[config.mk]
export PLATFORM = sky130hd
export DESIGN_NAME = fetch_stage
export DESIGN_NICKNAME = d
export VERILOG_FILES = /design/src/rtl/rv32i_pkg.sv /design/src/rtl/if_id_reg.sv /design/src/rtl/fetch_stage.sv
export SDC_FILE = /design/constraint.sdc
export NUM_CORES = 1
export LEC_CHECK = 0
export CELL_PAD_IN_SITES_DETAIL_PLACEMENT = 1
export CELL_PAD_IN_SITES_GLOBAL_PLACEMENT = 2
export CORE_ASPECT_RATIO = 1.25
export CORE_MARGIN = 3
export CORE_UTILIZATION = 32
export CTS_CLUSTER_DIAMETER = 150
export DETAILED_ROUTE_END_ITERATION = 12
export PLACE_DENSITY_LB_ADDON = 0.1
export SLEW_MARGIN = 30
export SYNTH_ARGS = -nofsm -noshare
export SYNTH_HDL_FRONTEND = slang
export SYNTH_HIERARCHICAL = 1
export SYNTH_SLANG_ARGS = --single-unit
[constraint.sdc]
create_clock -name clk -period 5.2 [get_ports clk]
set_input_delay 0.52 -clock clk [delete_from_list [all_inputs] [get_ports clk]]
set_output_delay 0.52 -clock clk [all_outputs]
set_load 0.1 [all_outputs]
[src/rtl/rv32i_pkg.sv]
// rtl/rv32i_pkg.sv - shared RV32I constants and fetch FSM state encoding
package rv32i_pkg;

  localparam logic [31:0] RV_NOP_INSTR = 32'h0000_0013;
  localparam logic [31:0] RV_RESET_PC  = 32'h0000_0000;

  typedef enum logic [1:0] {
    F_IDLE = 2'd0,
    F_WAIT = 2'd1,
    F_DROP = 2'd2
  } fetch_state_t;

endpackage

[src/rtl/if_id_reg.sv]
// rtl/if_id_reg.sv - IF/ID pipeline register with hold and bubble controls
module if_id_reg
  import rv32i_pkg::*;
#(
  parameter logic [31:0] NOP_INSTR = RV_NOP_INSTR
) (
  input  logic        clk,
  input  logic        rst,
  input  logic        hold,
  input  logic        bubble,
  input  logic        load,
  input  logic [31:0] instr,
  input  logic [31:0] pc,
  output logic [31:0] instr_D,
  output logic [31:0] pc_D,
  output logic [31:0] pc_plus4_D,
  output logic        valid_D
);

  // A bubble keeps the old PC fields; only the instruction and valid change.
  always_ff @(posedge clk) begin
    if (rst) begin
      instr_D    <= NOP_INSTR;
      pc_D       <= 32'd0;
      pc_plus4_D <= 32'd0;
      valid_D    <= 1'b0;
    end else if (bubble) begin
      instr_D <= NOP_INSTR;
      valid_D <= 1'b0;
    end else if (!hold) begin
      if (load) begin
        instr_D    <= instr;
        pc_D       <= pc;
        pc_plus4_D <= pc + 32'd4;
        valid_D    <= 1'b1;
      end else begin
        instr_D <= NOP_INSTR;
        valid_D <= 1'b0;
      end
    end
  end

endmodule

[src/rtl/fetch_stage.sv]
// rtl/fetch_stage.sv - RV32I fetch stage: PC, imem handshake, fetch buffer, IF/ID
module fetch_stage
  import rv32i_pkg::*;
#(
  parameter logic [31:0] RESET_PC  = RV_RESET_PC,
  parameter logic [31:0] NOP_INSTR = RV_NOP_INSTR
) (
  input  logic        clk,
  input  logic        rst,
  input  logic        stall,
  input  logic        flush,
  input  logic [31:0] redirect_pc,
  output logic        imem_req,
  output logic [31:0] imem_addr,
  input  logic        imem_gnt,
  input  logic        imem_rvalid,
  input  logic [31:0] imem_rdata,
  output logic [31:0] instr_D,
  output logic [31:0] pc_D,
  output logic [31:0] pc_plus4_D,
  output logic        valid_D
);

  fetch_state_t state;
  logic [31:0]  pc_F;
  logic [31:0]  req_pc;
  logic         buf_valid;
  logic [31:0]  buf_instr;
  logic [31:0]  buf_pc;

  logic         grant;
  logic         resp;
  logic         resp_to_buf;
  logic         id_load;
  logic [31:0]  id_instr;
  logic [31:0]  id_pc;
  logic         unused_redirect_lsbs;

  assign imem_req    = (state == F_IDLE) && !buf_valid && !rst;
  assign imem_addr   = pc_F;
  assign grant       = imem_req && imem_gnt;
  assign resp        = (state == F_WAIT) && imem_rvalid;
  assign resp_to_buf = resp && (stall || buf_valid);

  // The buffered instruction is older than any live response, so it goes first.
  assign id_load  = buf_valid || resp;
  assign id_instr = buf_valid ? buf_instr : imem_rdata;
  assign id_pc    = buf_valid ? buf_pc : req_pc;

  assign unused_redirect_lsbs = ^redirect_pc[1:0];

  always_ff @(posedge clk) begin
    if (rst) begin
      state     <= F_IDLE;
      pc_F      <= RESET_PC;
      req_pc    <= RESET_PC;
      buf_valid <= 1'b0;
      buf_instr <= NOP_INSTR;
      buf_pc    <= 32'd0;
    end else begin
      if (grant) req_pc <= pc_F;
      if (flush) begin
        pc_F      <= {redirect_pc[31:2], 2'b00};
        buf_valid <= 1'b0;
        // Any response still owed by memory must be swallowed before refetching.
        if (grant || (state != F_IDLE && !imem_rvalid)) state <= F_DROP;
        else state <= F_IDLE;
      end else begin
        if (grant) pc_F <= pc_F + 32'd4;
        if (!stall && buf_valid) buf_valid <= 1'b0;
        if (resp_to_buf) begin
          buf_valid <= 1'b1;
          buf_instr <= imem_rdata;
          buf_pc    <= req_pc;
        end
        case (state)
          F_IDLE:         if (grant) state <= F_WAIT;
          F_WAIT, F_DROP: if (imem_rvalid) state <= F_IDLE;
          default:        state <= F_IDLE;
        endcase
      end
    end
  end

  if_id_reg #(
    .NOP_INSTR(NOP_INSTR)
  ) u_if_id (
    .clk       (clk),
    .rst       (rst),
    .hold      (stall),
    .bubble    (flush),
    .load      (id_load),
    .instr     (id_instr),
    .pc        (id_pc),
    .instr_D   (instr_D),
    .pc_D      (pc_D),
    .pc_plus4_D(pc_plus4_D),
    .valid_D   (valid_D)
  );

endmodule

==> metrics.md, run 1 <==
| Metric | Value |
|---|---|
| Status | `complete, no violations` |
| GPL Wtd Cong | `about 0.75` |
| Syn. warnings | `6` |
| Worst-Margin Slew | `about 1000 ps` |
| Final hold vios | `0` |
| Power per cell area | `between 300 and 400 nW/um^2` |
| Port bufs | `195` |
| Commonest non-fill, non-tap cell in the layout | `nand2_1` |
| First-pass GRT wire length | `between 50000 and 60000 um` |
| Vias per cell | `roughly 5.2` |
| Largest net degree at the start of global routing | `just under 90` |
| Die H | `200.8 um` |
| Area share of the largest cell type after synthesis | `0.4533` |
| H-Tree Level Count | `1` |
| Cells after Synth | `1190` |
| Antenna cells | `0` |
| Drt total wl | `just over 30000 um` |
| Area Overhead vs Synth | `31.17%` |
| RSZ-0062 raised after global routing | `no` |
| Iter 0 DRT Violations | `378` |
| Num CTS Buffers | `25` |
| Top_reg_cell synth | `dfxtp_1` |
| Fmax | `just under 0.3 GHz` |
| Crit-path max FO | `39` |
| # IOs | `200` |
| Skew final | `17.71 ps` |
| Clock Latency Late Sink | `540 ps` |
| Final setup TNS | `0 ps` |
| Setup CP Type | `reg2out` |
| Worst rel slew slack | `0.3088` |
| Yosys reg bits | `220` |
| Critical path capture point type | `output pin` |
| DP HPWL | `20680 um` |
| Drt first pass iters | `6` |
| Asr flop ratio synth | `0` |
| DR DRC count | `0` |
| Maximum root-to-sink buffer count | `3` |
| Post-CTS sizing | `0` |
| Post-DP Area | `11950 sq um` |
| Post-synth EDFFs | `0` |
| Unique cell type count in the Yosys netlist | `a little under 50` |
| GRT Overall Usage | `0.1865` |
| Maxcap violations | `0` |
| Fin nets | `around 1400` |
| Register area share after synthesis | `0.4533` |
| Initial core utilization | `0.3282` |
| CP required | `4680 ps` |
| Max IR drop VDD | `0.2274 mV` |
| Avg WL per Cell | `17.84 um` |
| Postcts setup bufs | `0` |
| CTS tree | `yes` |
| Row cnt | `70` |
| Area leader, netlist | `dfxtp_1` |
| Root Driver | `clkbuf_16` |
| Fraction of layout cells with a size suffix above 1 | `0.09704` |
| Final ANT Viol Nets | `0` |
| CTS hold repair buffers | `0` |
| Avg Cell Area, Syn | `8.164 sq um` |
| Finish-stage setup viols | `0` |
| CP startpoint kind | `register` |
| Total grt overflow | `0` |
| Lkg Pwr | `0.004076 uW` |
| Tmin final | `approximately 3400 ps` |
| Die width | `161.9 um` |
| Vias in the first global route | `9184` |
| Clock sinks | `220` |
| Fillers | `3557` |
| Util after Layout | `0.4305` |
| DR vias | `slightly above 9000` |
| Fin area | `12740 sq um` |
| Worst Path Arrival | `2860 ps` |
| Top cells by area, synth | `dfxtp_1 45%, nand2_1 11%, mux2_2 7.2%` |
| Antenna violations before repair | `0` |
| DIE AREA | `approximately 33000 sq um` |
| Period utilization | `0.6496` |
| Hold Path Class | `in2reg` |
| Syn Std Cell Area | `9716 sq um` |
| Most frequent cells in the layout | `285 x nand2_1, 219 x dfxtp_1, 192 x clkdlybuf4s50_1, 130 x a21oi_1, 89 x nor2_1` |
| CTS clk-pin slew, worst paths | `~60 ps` |
| Slew Limit Fails | `0` |
| Core area | `29600 sq um` |
cells in the mapped netlist, drive strengths merged, types with 14 or more instances:
master    n
inv      18
nand2   285
nand3    18
nor2     89
a311oi   21
mux2     62
a22oi    29
clkbuf   77
nor3     15
a211oi   30
and4     15
o21ai    14
nor4     23
dfxtp   220
buf      18
a21oi   130
nand4    16
or3      17
power by group:
part	total (uW)	switching [uW]	internal [uW]
sequential	1760	43.8	1710
clock	1730	709	1020
combinational	409	278	131
final timing paths:
| path | slack [ps] | depth (start not counted) | to | startpoint |
|---|---|---|---|---|
| worst max register to register | 2140 | 7 | u_if_id/pc_plus4_D[31]$_SDFFE_PP0P_ | buf_valid$_SDFFE_PP0P_ |
| worst min-delay path | 380 | 2 | imem_addr[2]$_SDFFE_PP0P_ | rst |
| worst max-delay path | 1820 | 3 | imem_req | buf_valid$_SDFFE_PP0P_ |
| worst min register to register | 450 | 2 | buf_pc[4]$_SDFFE_PP0P_ | buf_pc[4]$_SDFFE_PP0P_ |
layer usage:
metal  vias up  part of all wire  track usage
li1       4461                 -            -
met3        35             0.038      0.02828
met1      4411              0.43       0.2234
met2       147              0.52       0.3493
met5         -                 0            0
met4         0             0.016      0.03901
state kept, by name, indices dropped and copies added, names as in the netlist:
register	flops
state	2
u_if_id/pc_D	32
buf_instr	32
req_pc	30
u_if_id/valid_D	1
buf_valid	1
imem_addr	30
buf_pc	30
u_if_id/pc_plus4_D	30
u_if_id/instr_D	32
through the flow:
step / cells / hold WS, ps / power [uW] / setup WS [ps]
floorplan: 1193 / 432.1 / 2054 / 1553
global placement: 1702 / 438.3 / 2206 / 2127
detailed placement: 1702 / 446.9 / 2207 / 2103
CTS: 1745 / 353.1 / 3967 / 1757
global route: 1746 / 361.9 / 4063 / 1655
finish: 1746 / 376.1 / 3896 / 1822
cell type report:
class	count	area (sq um)	share of cell area
multi-input cells	860	4925	0.3864
repair buffers	209	2048	0.1607
inverters	18	67.56	0.005302
well taps	396	495.5	0.03888
flip-flops and latches	220	4408	0.3459
clock buffers	38	734.5	0.05763
clock inverters	5	65.06	0.005106
cells by family after synthesis:
group,Yosys count,synth area share
AOI/OAI and AO/OA,252,0.1620
xor gates and xnor gates,22,0.01983
adders and majority gates,4,0.005152
buffers and inverters,113,0.04598
DFF,220,0.4533
muxes,62,0.07186
other,1,0.0003860
and+or+nand+nor,516,0.2415
worst max-delay path, cell delays in order, from the launching register on:
cell and delay [ps]:
dfxtp_4 610, buf_4 560, nor3b_1 120, clkdlybuf4s50_1 990
(Power assumes the default switching activity.)
==> run 2: changes to the inputs <==
--- a/config.mk
+++ b/config.mk
@@ -9,7 +9,7 @@
 export CELL_PAD_IN_SITES_GLOBAL_PLACEMENT = 2
 export CORE_ASPECT_RATIO = 1.25
 export CORE_MARGIN = 3
-export CORE_UTILIZATION = 32
+export CORE_UTILIZATION = 30
 export CTS_CLUSTER_DIAMETER = 150
 export DETAILED_ROUTE_END_ITERATION = 12
 export PLACE_DENSITY_LB_ADDON = 0.1
==> constraint.sdc (replaced) <==
create_clock -name clk -period 3.17 [get_ports clk]
set_input_delay 0.317 -clock clk [delete_from_list [all_inputs] [get_ports clk]]
set_output_delay 0.317 -clock clk [all_outputs]
set_load 0.1 [all_outputs]
==> run 2 against run 1 <==
Flip-flop and latch count did not move; clock power is 82% higher; sequential power is 64% higher; non-clock buffer count up 9; via count grew 0.24%; clock skew is essentially flat.
==> metrics.md, run 2 (synthesis results as in run 1) <==
| Metric | Value |
|---|---|
| Maxcap violations | `0 (unchanged)` |
| First-pass GRT wire length | `52020 um (+3.2%)` |
| GRT Overall Usage | `0.1797 (-0.006715)` |
| Post-CTS sizing | `0 (unchanged)` |
| Tmin final | `2840 ps` |
| Util after Layout | `0.4037 (-0.02674)` |
| Clock sinks | `220 (unchanged)` |
| Hold Path Class | `in2reg` |
| Slew Limit Fails | `0 (unchanged)` |
| DP Cell Count | `1728 (+1.5%)` |
| Total grt overflow | `0 (unchanged)` |
| Core area | `31880 sq um (+7.7%)` |
| Crit-path max FO | `31 (-21%)` |
| H-Tree Level Count | `1 (unchanged)` |
| Worst rel slew slack | `0.3160 (+0.007132)` |
| Fmax | `0.3521 GHz` |
| DR DRC count | `0 (unchanged)` |
| Setup crit start | `buf_valid$_SDFFE_PP0P_` |
| Vias in the first global route | `9395 (+2.3%)` |
| Final ANT Viol Nets | `0 (unchanged)` |
| Worst-Margin Slew | `1023 ps (-10.66 ps)` |
| Final worst slack | `330.2 ps (-1492 ps)` |
| Dpl ws | `326.3 ps (-1776 ps)` |
| Most frequent cells in the layout | `285 x nand2_1, 219 x dfxtp_1, 154 x clkdlybuf4s50_1, 130 x a21oi_1, 89 x nor2_1` |
| Drt first pass iters | `4 (-2)` |
| DP HPWL | `21590 um (+4.4%)` |
| Vias per cell | `5.110 (-1.5%)` |
| CTS clk-pin slew, worst paths | `60 ps (about the same)` |
| Avg WL per Cell | `18.04 um (+1.1%)` |
| CTS tree | `yes` |
| Worst Path Arrival | `3270 ps (+410 ps)` |
| Comb pwr share | `0.100 (-0.005)` |
| Antenna cells | `0 (unchanged)` |
| Net Sw Frac | `0.2609 (-0.003510)` |
| CP startpoint kind | `register` |
| P_int | `4945 uW (+73%)` |
| R2r endpoint | `u_if_id/pc_plus4_D[30]$_SDFFE_PP0P_` |
| Area Overhead vs Synth | `32.47%` |
| Clock Latency Late Sink | `530 ps (about the same)` |
| CP endpoint | `u_if_id/pc_plus4_D[30]$_SDFFE_PP0P_` |
| Lkg Pwr | `0.004238 uW (+4.0%)` |
| GPL Wtd Cong | `0.7283 (-2.2%)` |
| R2R cell count | `6 (-1)` |
| Setup CP Type | `reg2reg` |
| Critical path capture point type | `register` |
| Skew final | `17.58 ps (-0.1304 ps)` |
| CP required | `3600 ps (-1080 ps)` |
| Die H | `207.2 um (+3.2%)` |
| Port bufs | `195 (unchanged)` |
| Max IR drop VDD | `0.2645 mV (+16%)` |
| Finish-stage setup viols | `0 (unchanged)` |
| Fin nets | `1418 (+0.71%)` |
| Maximum root-to-sink buffer count | `3 (unchanged)` |
| DIE AREA | `34590 sq um (+6.4%)` |
| Drt total wl | `32030 um (+2.8%)` |
| Top flop regs | `buf_instr: 32 flops, u_if_id/instr_D: 32 flops, u_if_id/pc_D: 32 flops` |
| RSZ-0062 raised after global routing | `no` |
| Antenna violations before repair | `0 (unchanged)` |
| Fraction of layout cells with a size suffix above 1 | `0.1378 (+0.04079)` |
| Status | `complete, no violations` |
| Final Hold Slack | `87.51 ps (-288.6 ps)` |
| Non-filler cells, final | `1776 (+1.7%)` |
| Root Driver | `clkbuf_16` |
| Period utilization | `0.8958` |
| Final setup TNS | `0 ps (unchanged)` |
| Iter 0 DRT Violations | `435 (+15%)` |
| # IOs | `200 (unchanged)` |
| Num CTS Buffers | `26 (+4.0%)` |
| Initial core utilization | `0.3048 (-0.02341)` |
| Largest net degree at the start of global routing | `166 (+89%)` |
| Reg power frac | `0.430 (-0.021)` |
| FF-to-FF Start | `buf_valid$_SDFFE_PP0P_` |
| Worst R2R Setup Slack | `330 ps (-1810 ps)` |
| CTS hold repair buffers | `0 (unchanged)` |
| Commonest non-fill, non-tap cell in the layout | `nand2_1` |
| DR vias | `9076 (+0.24%)` |
| Final hold vios | `0 (unchanged)` |
| Die width | `167.0 um (+3.2%)` |
| Sw Pwr | `1746 uW (+69%)` |
| Postcts setup bufs | `0 (unchanged)` |
| Row cnt | `73 (+4.3%)` |
| Clock power share | `0.469 (+0.025)` |
| Power per cell area | `519.9 nW/um^2 (+70%)` |
==> run 2: worst min-delay path by stage <==
stage                                   start                        end  depth (start not counted)  slack (ps)
global route                            flush     buf_valid$_SDFFE_PP0P_                          2         100
global placement      buf_pc[25]$_SDFFE_PP0P_    buf_pc[25]$_SDFFE_PP0P_                          2         440
finish                                  flush     buf_valid$_SDFFE_PP0P_                          2          90
CTS                                     flush     buf_valid$_SDFFE_PP0P_                          2          70
floorplan           buf_instr[0]$_SDFFE_PP1P_  buf_instr[0]$_SDFFE_PP1P_                          2         430
detailed placement    buf_pc[21]$_SDFFE_PP0P_    buf_pc[21]$_SDFFE_PP0P_                          2         450
==> run 2: critical path, stage by stage (launching register included) <==
cell,delay (ps)
dfxtp_4,630
mux2_2,340
ha_1,230
nand3_1,300
nor4_1,760
a211oi_1,180
nor4_1,270
==> run 2: area by class of cell <==
class / instances / area, sq um
clock inverters: 9 / 101.3
flip-flops and latches: 220 / 4408
repair buffers: 218 / 2046
fillers: 3748 / 19010
clock buffers: 39 / 810.8
inverters: 18 / 67.56
multi-input cells: 860 / 4921
well taps: 412 / 515.5
==> run 2: stage by stage <==
| step | area [sq um] | total power (uW) |
|---|---|---|
| 2_1_floorplan | 9732 | 3370 |
| 3_3_place_gp | 11960 | 3619 |
| 3_5_place_dp | 11960 | 3621 |
| 4_1_cts | 12870 | 6810 |
| 5_1_grt | 12870 | 6966 |
| 6_report | 12870 | 6691 |
==> run 2: power by group through the flow <==
stage,Clock (uW),Combinational (uW),Sequential (uW)
global placement,0,677,2940
detailed placement,0,679,2940
CTS,3250,682,2880
floorplan,0,240,3130
finish,3140,671,2880
global route,3360,720,2890
==> run 2: per-layer routing <==
layer | vias up | track usage | routed length [um]
met5 | - | 0 | 0
met3 | 33 | 0.02596 | 1243
met1 | 4411 | 0.2261 | 14030
met2 | 156 | 0.3273 | 16290
met4 | 0 | 0.03529 | 469
li1 | 4476 | - | -
==> run 3: changes to the inputs <==
--- a/config.mk
+++ b/config.mk
@@ -12,6 +12,7 @@
 export CORE_UTILIZATION = 30
 export CTS_CLUSTER_DIAMETER = 150
 export DETAILED_ROUTE_END_ITERATION = 12
+export DONT_BUFFER_PORTS = 1
 export PLACE_DENSITY_LB_ADDON = 0.1
 export SLEW_MARGIN = 30
 export SYNTH_ARGS = -nofsm -noshare
==> run 3 against run 2 <==
Largest cell class unchanged; critical endpoint is now imem_addr[17]$_SDFFE_PP0P_; setup slack got worse by 32 ps; via count decreased by 3.5%; register-to-register slack got worse by 30 ps; fmax decreased by 1.1%; first-iteration DRC count decreased by 14%; design area decreased by 7.5%; core utilization decreased by 3.0 points; clock skew decreased by 6.7 ps; global-route usage increased by 0.72 points; non-clock buffer count decreased by 97.
==> metrics.md, run 3 (synthesis results as in run 1) <==
| Metric | Value |
|---|---|
| R2r endpoint | `imem_addr[17]$_SDFFE_PP0P_` |
| Fillers | `3742 (-0.16%)` |
| RSZ-0062 raised after global routing | `no` |
| Critical path capture point type | `register` |
| Final ANT Viol Nets | `0 (unchanged)` |
| Root Driver | `clkbuf_16` |
| Hold Path End | `imem_addr[27]$_SDFFE_PP0P_` |
| HP Start | `flush` |
| Worst R2R Setup Slack | `300 ps (-30 ps)` |
| Clock Latency Late Sink | `540 ps (about the same)` |
| Worst Path Arrival | `3350 ps (+80 ps)` |
| First-pass GRT wire length | `52840 um (+1.6%)` |
| Core area | `31880 sq um (unchanged)` |
| Max IR drop VDD | `0.4091 mV (+55%)` |
| # IOs | `200 (unchanged)` |
| Fraction of layout cells with a size suffix above 1 | `0.1496 (+0.01181)` |
| Worst-Margin Slew | `1030 ps (+6.797 ps)` |
| Antenna violations before repair | `0 (unchanged)` |
| Die H | `207.2 um (unchanged)` |
| Worst rel slew slack | `0.3126 (-0.003334)` |
| Skew final | `10.89 ps (-6.691 ps)` |
| GPL Wtd Cong | `0.7445 (+2.2%)` |
| Tmin final | `2872 ps (+31.85 ps)` |
| Fmax | `0.3482 GHz (-1.1%)` |
| Dpl ws | `329.5 ps (+3.198 ps)` |
| Final setup TNS | `0 ps (unchanged)` |
| Lkg Pwr | `0.003947 uW (-6.9%)` |
| Total grt overflow | `0 (unchanged)` |
| FF-to-FF Start | `state[0]$_SDFFE_PP0P_` |
| Fin nets | `1321 (-6.8%)` |
| Initial core utilization | `0.3048 (unchanged)` |
| DR vias | `8760 (-3.5%)` |
| DP HPWL | `21040 um (-2.6%)` |
| Largest net degree at the start of global routing | `169 (+1.8%)` |
| CP startpoint kind | `register` |
| Antenna cells | `0 (unchanged)` |
| Setup CP Type | `reg2reg` |
| DIE AREA | `34590 sq um (unchanged)` |
| Hold Path Depth | `2 (unchanged)` |
| Status | `complete, no violations` |
| Num CTS Buffers | `26 (unchanged)` |
| CP required | `3650 ps (+50 ps)` |
| Maximum root-to-sink buffer count | `3 (unchanged)` |
| Vias in the first global route | `9105 (-3.1%)` |
| Slew Limit Fails | `0 (unchanged)` |
| Finish-stage setup viols | `0 (unchanged)` |
| Postcts setup bufs | `0 (unchanged)` |
| Row cnt | `73 (unchanged)` |
| Power per cell area | `550.9 nW/um^2 (+6.0%)` |
| Final worst slack | `298.4 ps (-31.85 ps)` |
| Top flop regs | `buf_instr: 32 flops, u_if_id/instr_D: 32 flops, u_if_id/pc_D: 32 flops` |
| Hold Path Class | `in2reg` |
| GRT Overall Usage | `0.1869 (+0.007150)` |
| Final hold vios | `0 (unchanged)` |
| H-Tree Level Count | `1 (unchanged)` |
| Vias per cell | `5.230 (+2.3%)` |
| Crit-path max FO | `9 (-71%)` |
| Commonest non-fill, non-tap cell in the layout | `nand2_1` |
| Iter 0 DRT Violations | `373 (-14%)` |
| Most frequent cells in the layout | `285 x nand2_1, 213 x dfxtp_1, 130 x a21oi_1, 89 x nor2_1, 62 x mux2_2` |
| Period utilization | `0.9059 (+0.01005)` |
| Clock sinks | `220 (unchanged)` |
| Maxcap violations | `0 (unchanged)` |
| CTS tree | `yes` |
| Avg WL per Cell | `19.99 um (+11%)` |
| Port bufs | `0 (-100%)` |
| Drt first pass iters | `4 (unchanged)` |
| Die width | `167.0 um (unchanged)` |
| Drt total wl | `33480 um (+4.5%)` |
| R2R cell count | `7 (+1)` |
| CTS clk-pin slew, worst paths | `60 ps (about the same)` |
| Area Overhead vs Synth | `22.47%` |
| DR DRC count | `0 (unchanged)` |
-- run 3: critical path, stage by stage, from the launching register on --
cell           delay, ps
dfxtp_1              330
inv_1                 60
ha_1                 290
nand4bb_2            180
or3_1                580
or4_1                530
a311oi_1             270
dlygate4sd3_1        590
-- run 3: where the power goes --
group / internal [uW] / total [uW] / switching (uW) / leakage, uW
logic: 180 / 629 / 449 / 0.00173
clock network: 1840 / 3050 / 1210 / 0.000431
registers: 2810 / 2880 / 66.3 / 0.00178
-- run 3: area by class of cell --
cell class                 instances  area [sq um]  area share
clock buffer                      36         769.5     0.06467
clock inverter                     8         93.84    0.007886
sequential                       220          4415      0.3711
inverter                          18         67.56    0.005678
tap                              412         515.5     0.04332
timing repair buffer             121          1105     0.09285
multi-input combinational        860          4932      0.4145
-- run 3: worst max path at each step --
stage | slack, ps | end | from
after detailed placement | 330 | u_if_id/pc_plus4_D[30]$_SDFFE_PP0P_ | buf_valid$_SDFFE_PP0P_
after CTS | 140 | buf_instr[23]$_SDFFE_PP0P_ | buf_valid$_SDFFE_PP0P_
after global placement | 390 | u_if_id/pc_plus4_D[30]$_SDFFE_PP0P_ | buf_valid$_SDFFE_PP0P_
after floorplan | 350 | u_if_id/pc_plus4_D[28]$_SDFFE_PP0P_ | buf_valid$_SDFFE_PP0P_
final | 300 | imem_addr[17]$_SDFFE_PP0P_ | state[0]$_SDFFE_PP0P_
after global routing | 110 | u_if_id/pc_plus4_D[30]$_SDFFE_PP0P_ | buf_valid$_SDFFE_PP0P_
-- run 3: repair_timing --
action / CTS / global route
resized for setup: 0 / 2
hold buffers: 61 / 0
endpoints found under the hold margin: 219 / 0
setup endpoints to repair: 0 / 5
-- run 3: per-stage QoR --
| stage | utilization | std cells | area (sq um) | hold WS (ps) | power, uW |
|---|---|---|---|---|---|
| 5_1_grt | 0.3733 | 1675 | 11900 | 2.021 | 6831 |
| 3_5_place_dp | 0.3258 | 1570 | 10390 | 408.8 | 3461 |
| 2_1_floorplan | - | 1193 | 9732 | 432.1 | 3370 |
| 6_report | 0.3733 | 1675 | 11900 | 30.81 | 6555 |
| 4_1_cts | 0.3729 | 1675 | 11890 | 3.455 | 6682 |
| 3_3_place_gp | 0.3257 | 1570 | 10380 | 408.8 | 3458 |
-- run 3: metal layers --
metal | global-route usage | share of wire
met1 | 0.2199 | 0.41
met2 | 0.3448 | 0.52
met3 | 0.04161 | 0.054
met4 | 0.04183 | 0.016
met5 | 0 | 0
